**config.mk**
```make
export PLATFORM = sky130hd
export DESIGN_NAME = tx_os_inserter
export DESIGN_NICKNAME = d
export VERILOG_FILES = /design/src/rtl/tx_os_inserter.sv
export SDC_FILE = /design/constraint.sdc
export NUM_CORES = 1
export LEC_CHECK = 0
export ABC_AREA = 1
export BUFFER_PORTS_ARGS = -buffer_cell sky130_fd_sc_hd__buf_4
export CAP_MARGIN = 20
export CORE_MARGIN = 2
export CORE_UTILIZATION = 52
export CTS_BUF_LIST = sky130_fd_sc_hd__clkbuf_8
export CTS_CLUSTER_DIAMETER = 30
export CTS_CLUSTER_SIZE = 20
export DETAILED_ROUTE_END_ITERATION = 10
export PLACE_DENSITY = 0.89
export SLEW_MARGIN = 40
export SYNTH_ARGS = -nofsm -noshare
export SYNTH_HDL_FRONTEND = slang
export SYNTH_SLANG_ARGS = --single-unit
```
**constraint.sdc**
```tcl
create_clock -name clk -period 2.43 [get_ports clk]
set_clock_uncertainty 0.15 [all_clocks]
set_input_delay 0.243 -clock clk [delete_from_list [all_inputs] [get_ports clk]]
set_output_delay 0.243 -clock clk [all_outputs]
set_load 0.02 [all_outputs]
```
**src/rtl/tx_os_inserter.sv**
```systemverilog
// tx_os_inserter: merges link-layer symbols with SKP and TS1/TS2 ordered
// sets ahead of the scrambler, one registered symbol per clock.
module tx_os_inserter #(
    parameter int unsigned SKP_INTERVAL = 1180,
    parameter logic [7:0]  RATE_ID      = 8'h02
) (
    input  logic       clk,
    input  logic       rst,
    input  logic [7:0] tx_data,
    input  logic       tx_datak,
    input  logic       tx_valid,
    output logic       tx_ready,
    input  logic [1:0] ts_req,
    input  logic       link_pad,
    input  logic [7:0] link_num,
    input  logic [4:0] lane_num,
    input  logic [7:0] n_fts,
    output logic [7:0] data_out,
    output logic       is_kcode,
    output logic       data_in_TS_OS,
    output logic       os_active,
    output logic       skp_sent,
    output logic       ts_sent
);

    localparam logic [7:0]  K_COM   = 8'hBC;
    localparam logic [7:0]  K_SKP   = 8'h1C;
    localparam logic [7:0]  K_PAD   = 8'hF7;
    localparam logic [7:0]  TS1_ID  = 8'h4A;
    localparam logic [7:0]  TS2_ID  = 8'h45;
    localparam logic [10:0] SKP_LIM = 11'(SKP_INTERVAL);

    typedef enum logic [1:0] {S_DATA, S_SKP, S_TS} state_t;

    state_t      state_q, state_d;
    logic [3:0]  idx_q, idx_d;
    logic [10:0] skp_cnt_q, skp_cnt_d;
    logic        ts2_q, ts2_d;
    logic        pad_q, pad_d;
    logic [7:0]  link_q, link_d;
    logic [4:0]  lane_q, lane_d;
    logic [7:0]  nfts_q, nfts_d;
    logic [7:0]  dout_q, dout_d;
    logic        kout_q, kout_d;
    logic        tsos_q, tsos_d;
    logic        osact_q, osact_d;
    logic        skps_q, skps_d;
    logic        tss_q, tss_d;

    logic boundary, skp_pend, ts_want;

    always_comb begin
        boundary = (state_q == S_DATA)
                || (state_q == S_SKP && idx_q == 4'd3)
                || (state_q == S_TS && idx_q == 4'd15);
        skp_pend = skp_cnt_q >= SKP_LIM;
        ts_want  = ts_req[0] ^ ts_req[1];
        tx_ready = boundary && !skp_pend && !ts_want;

        state_d = state_q;
        idx_d   = idx_q + 4'd1;
        ts2_d   = ts2_q;
        pad_d   = pad_q;
        link_d  = link_q;
        lane_d  = lane_q;
        nfts_d  = nfts_q;

        // OS selection happens only between ordered sets
        if (boundary) begin
            idx_d = 4'd0;
            if (skp_pend) begin
                state_d = S_SKP;
            end else if (ts_want) begin
                state_d = S_TS;
                ts2_d   = ts_req[1];
                pad_d   = link_pad;
                link_d  = link_num;
                lane_d  = lane_num;
                nfts_d  = n_fts;
            end else begin
                state_d = S_DATA;
            end
        end

        dout_d  = 8'h00;
        kout_d  = 1'b0;
        tsos_d  = 1'b0;
        osact_d = 1'b0;
        skps_d  = 1'b0;
        tss_d   = 1'b0;

        unique case (state_d)
            S_DATA: begin
                if (tx_valid && tx_ready) begin
                    dout_d = tx_data;
                    kout_d = tx_datak;
                end
            end
            S_SKP: begin
                osact_d = 1'b1;
                kout_d  = 1'b1;
                dout_d  = (idx_d == 4'd0) ? K_COM : K_SKP;
                skps_d  = (idx_d == 4'd3);
            end
            S_TS: begin
                osact_d = 1'b1;
                tsos_d  = (idx_d != 4'd0);
                tss_d   = (idx_d == 4'd15);
                unique case (idx_d)
                    4'd0: begin
                        dout_d = K_COM;
                        kout_d = 1'b1;
                    end
                    4'd1: begin
                        dout_d = pad_q ? K_PAD : link_q;
                        kout_d = pad_q;
                    end
                    4'd2:    dout_d = {3'b000, lane_q};
                    4'd3:    dout_d = nfts_q;
                    4'd4:    dout_d = RATE_ID;
                    4'd5:    dout_d = 8'h00;
                    default: dout_d = ts2_q ? TS2_ID : TS1_ID;
                endcase
            end
            default: ;
        endcase

        if (state_d == S_SKP && idx_d == 4'd0)
            skp_cnt_d = 11'd0;
        else if (skp_cnt_q == 11'h7FF)
            skp_cnt_d = skp_cnt_q;
        else
            skp_cnt_d = skp_cnt_q + 11'd1;
    end

    always_ff @(posedge clk or negedge rst) begin
        if (!rst) begin
            state_q   <= S_DATA;
            idx_q     <= 4'd0;
            skp_cnt_q <= 11'd0;
            ts2_q     <= 1'b0;
            pad_q     <= 1'b0;
            link_q    <= 8'h00;
            lane_q    <= 5'd0;
            nfts_q    <= 8'h00;
            dout_q    <= 8'h00;
            kout_q    <= 1'b0;
            tsos_q    <= 1'b0;
            osact_q   <= 1'b0;
            skps_q    <= 1'b0;
            tss_q     <= 1'b0;
        end else begin
            state_q   <= state_d;
            idx_q     <= idx_d;
            skp_cnt_q <= skp_cnt_d;
            ts2_q     <= ts2_d;
            pad_q     <= pad_d;
            link_q    <= link_d;
            lane_q    <= lane_d;
            nfts_q    <= nfts_d;
            dout_q    <= dout_d;
            kout_q    <= kout_d;
            tsos_q    <= tsos_d;
            osact_q   <= osact_d;
            skps_q    <= skps_d;
            tss_q     <= tss_d;
        end
    end

    assign data_out      = dout_q;
    assign is_kcode      = kout_q;
    assign data_in_TS_OS = tsos_q;
    assign os_active     = osact_q;
    assign skp_sent      = skps_q;
    assign ts_sent       = tss_q;

endmodule

```
==> results.json <==
{
  "status": "finished with violations",
  "failed_checks": "negative hold slack",
  "gr-total-overflow": 0,
  "period_minus_slack_ps": 2370,
  "cts_buffer_depth": 2,
  "slew_headroom_pct": 55.7,
  "power.density_nw_per_um2": 1270,
  "clk_pin_slew_ps": 100,
  "post_dp_cell_area_um2": 3220,
  "syn_to_final_growth_pct": 33.4,
  "via_count": 2490,
  "worst_pin_slew_ps": 665,
  "max_freq_mhz": 422,
  "synth-seq-area-share_pct": 48.3,
  "nNetsFinal": 475,
  "timing_worst_setup_path_type": "register to register",
  "cts_tree": "yes",
  "drc": 0,
  "ir_worst_vdd_mv": 0.598,
  "postRouteWirelength_um": 6390,
  "grt_max_degree": 54,
  "dieWidth_um": 76.7,
  "io_buffers": 49,
  "drtAntennaViolNets": 0,
  "fin_tns_setup_ps": 0,
  "first_global_vias": 2382,
  "hold_slack_ps": -9.69,
  "design_area_um2": 3670,
  "layout_common_cells": "nand2_1, buf_4, dfrtp_1",
  "max_cap_violations": 0,
  "p_leak_nw": 1.97,
  "crit_fanout": 6,
  "end_kind": "register",
  "cts_inserted_buffers": 5,
  "numClockSinks": 53,
  "drtIter0Drc": 148,
  "hold_class": "primary input to register",
  "ys.warnings.count": 0,
  "synth_area_per_cell_um2": 7.94,
  "arrival_ps": 2450,
  "ios": 50,
  "ys_seq_elements": 53,
  "initial_core_util_pct": 53.8,
  "synth_cell_types": 32,
  "place_congestion": 0.842,
  "root_buffer": "clkbuf_8",
  "grt_pass1_wl_um": 10600,
  "post-route-period-util_pct": 97.4,
  "gr-usage-all-layers_pct": 22.4,
  "core-area_um2": 5110,
  "layout_commonest_cell": "nand2_1",
  "viasPerCell": 4.95,
  "clk_latency_ps": 320,
  "cp-start-kind": "register",
  "syn_nets": 389,
  "hold_viol": 1,
  "required_ps": 2520,
  "wl_per_cell_um": 12.7,
  "synth_area_um2": 2750,
  "antenna_found_initial": 0,
  "area.sequential_um2": 1330,
  "finalSetupViolCount": 0,
  "async_flop_share_pct": 100,
  "multi_input_area_um2": 1250,
  "dp_hpwl_um": 4380,
  "synth_cells": 346,
  "die_y_um": 76.7,
  "rows": 26,
  "fillCellCount": 373,
  "dieArea_um2": 5880,
  "synth-edff-count": 0,
  "firstDrtPassIters": 4,
  "cts_max_level": 2,
  "drive_gt1_share_pct": 25.6,
  "diodes": 0,
  "final_max_slew_viol_count": 0,
  "synth_ff_type": "dfrtp_1"
}
worst max-delay path: stages, from the launching register on:
cell	delay [ps]
dfrtp_1	430
ha_4	180
nand3_2	70
nand2_2	60
nand2_4	70
inv_2	60
nand2_4	80
nor2_4	50
a21oi_4	140
ha_2	190
nand2_1	60
inv_2	60
nand4_1	260
nor2_1	210
nor2_1	70
a21oi_1	160
metrics by stage:
stage	setup slack (ps)	total power, mW	std cells	util, %
after CTS	13.3	4.48	496	69.8
after detailed placement	-62.5	3.80	465	63.0
final	62.4	4.65	503	71.8
after floorplan	16.8	3.17	346	-
after global routing	-19.1	5.05	503	71.8
after global placement	82.8	3.71	465	63.0
state kept, by name, indices dropped and copies added, names as in the netlist:
signal and count:
skp_cnt_q 11, data_out 8, link_q 8, nfts_q 8
lane_q 5, idx_q 4, state_q 2, data_in_TS_OS 1
is_kcode 1, os_active 1, pad_q 1, skp_sent 1
ts2_q 1, ts_sent 1
logic make-up (layout without fill, tap and decap cells):
kind of cell	after synthesis	in the layout	synth area share, %
AND/OR/NAND/NOR	196	196	31.6
AO/OA/AOI/OAI	33	33	7.79
adder cells (fa/ha/maj)	7	7	3.19
XOR/XNOR	3	3	0.956
buffers and inverters	54	141	8.15
flip-flops	53	53	48.3
what timing repair did:
action	CTS	global route
hold buffers	21	1
gates resized for setup	4	14
buffers inserted	2	6
endpoints found under the hold margin	73	1
setup endpoints to repair	7	19
pin swaps	3	9
cell usage after synthesis (4+ instances only):
cell	number	area, um2
nand2_1	112	420
dfrtp_1	53	1330
inv_1	44	165
nand3_1	30	150
nor2_1	28	105
a21oi_1	11	55.1
o21ai_0	9	45.0
ha_1	7	87.6
nand4_1	5	31.3
or2_2	5	31.3
buf_2	4	20.0
nor2_4	4	45.0
area by class of cell:
class | count | share of cell area, %
inverter | 47 | 4.95
timing repair buffer | 86 | 19.1
tap | 70 | 2.39
multi-input combinational | 239 | 34.2
clock buffer | 5 | 1.88
clock inverter | 3 | 1.26
sequential | 53 | 36.2
path summary, 6_finish.rpt:
check                            start           to  slack [ps]  depth (start not counted)
max                           idx_q[1]  data_out[5]          60                         15
min                        link_num[0]    link_q[0]         -10                          3
max reg2reg                   idx_q[1]  data_out[5]          60                         15
min reg2reg                  nfts_q[6]    nfts_q[6]         330                          2
max in group asynchronous          rst     idx_q[2]        1320                          2
min in group asynchronous          rst  data_out[7]         340                          2
report_power, final:
part           internal [mW]  switching (mW)  total, mW  leakage [nW]
clock                  0.308           0.298      0.606        0.0543
sequential              1.25           0.214       1.46         0.677
combinational           1.01            1.57       2.58          1.24
total                   2.57            2.08       4.65          1.97
layer usage:
layer	track usage (%)	up-vias	wire (um)
met5	0	-	0
li1	-	1248	-
met3	5.29	14	294
met4	6.00	0	130
met1	29.4	1157	2780
met2	37.3	71	3180
No activity file was read; power rests on OpenSTA's default activity.
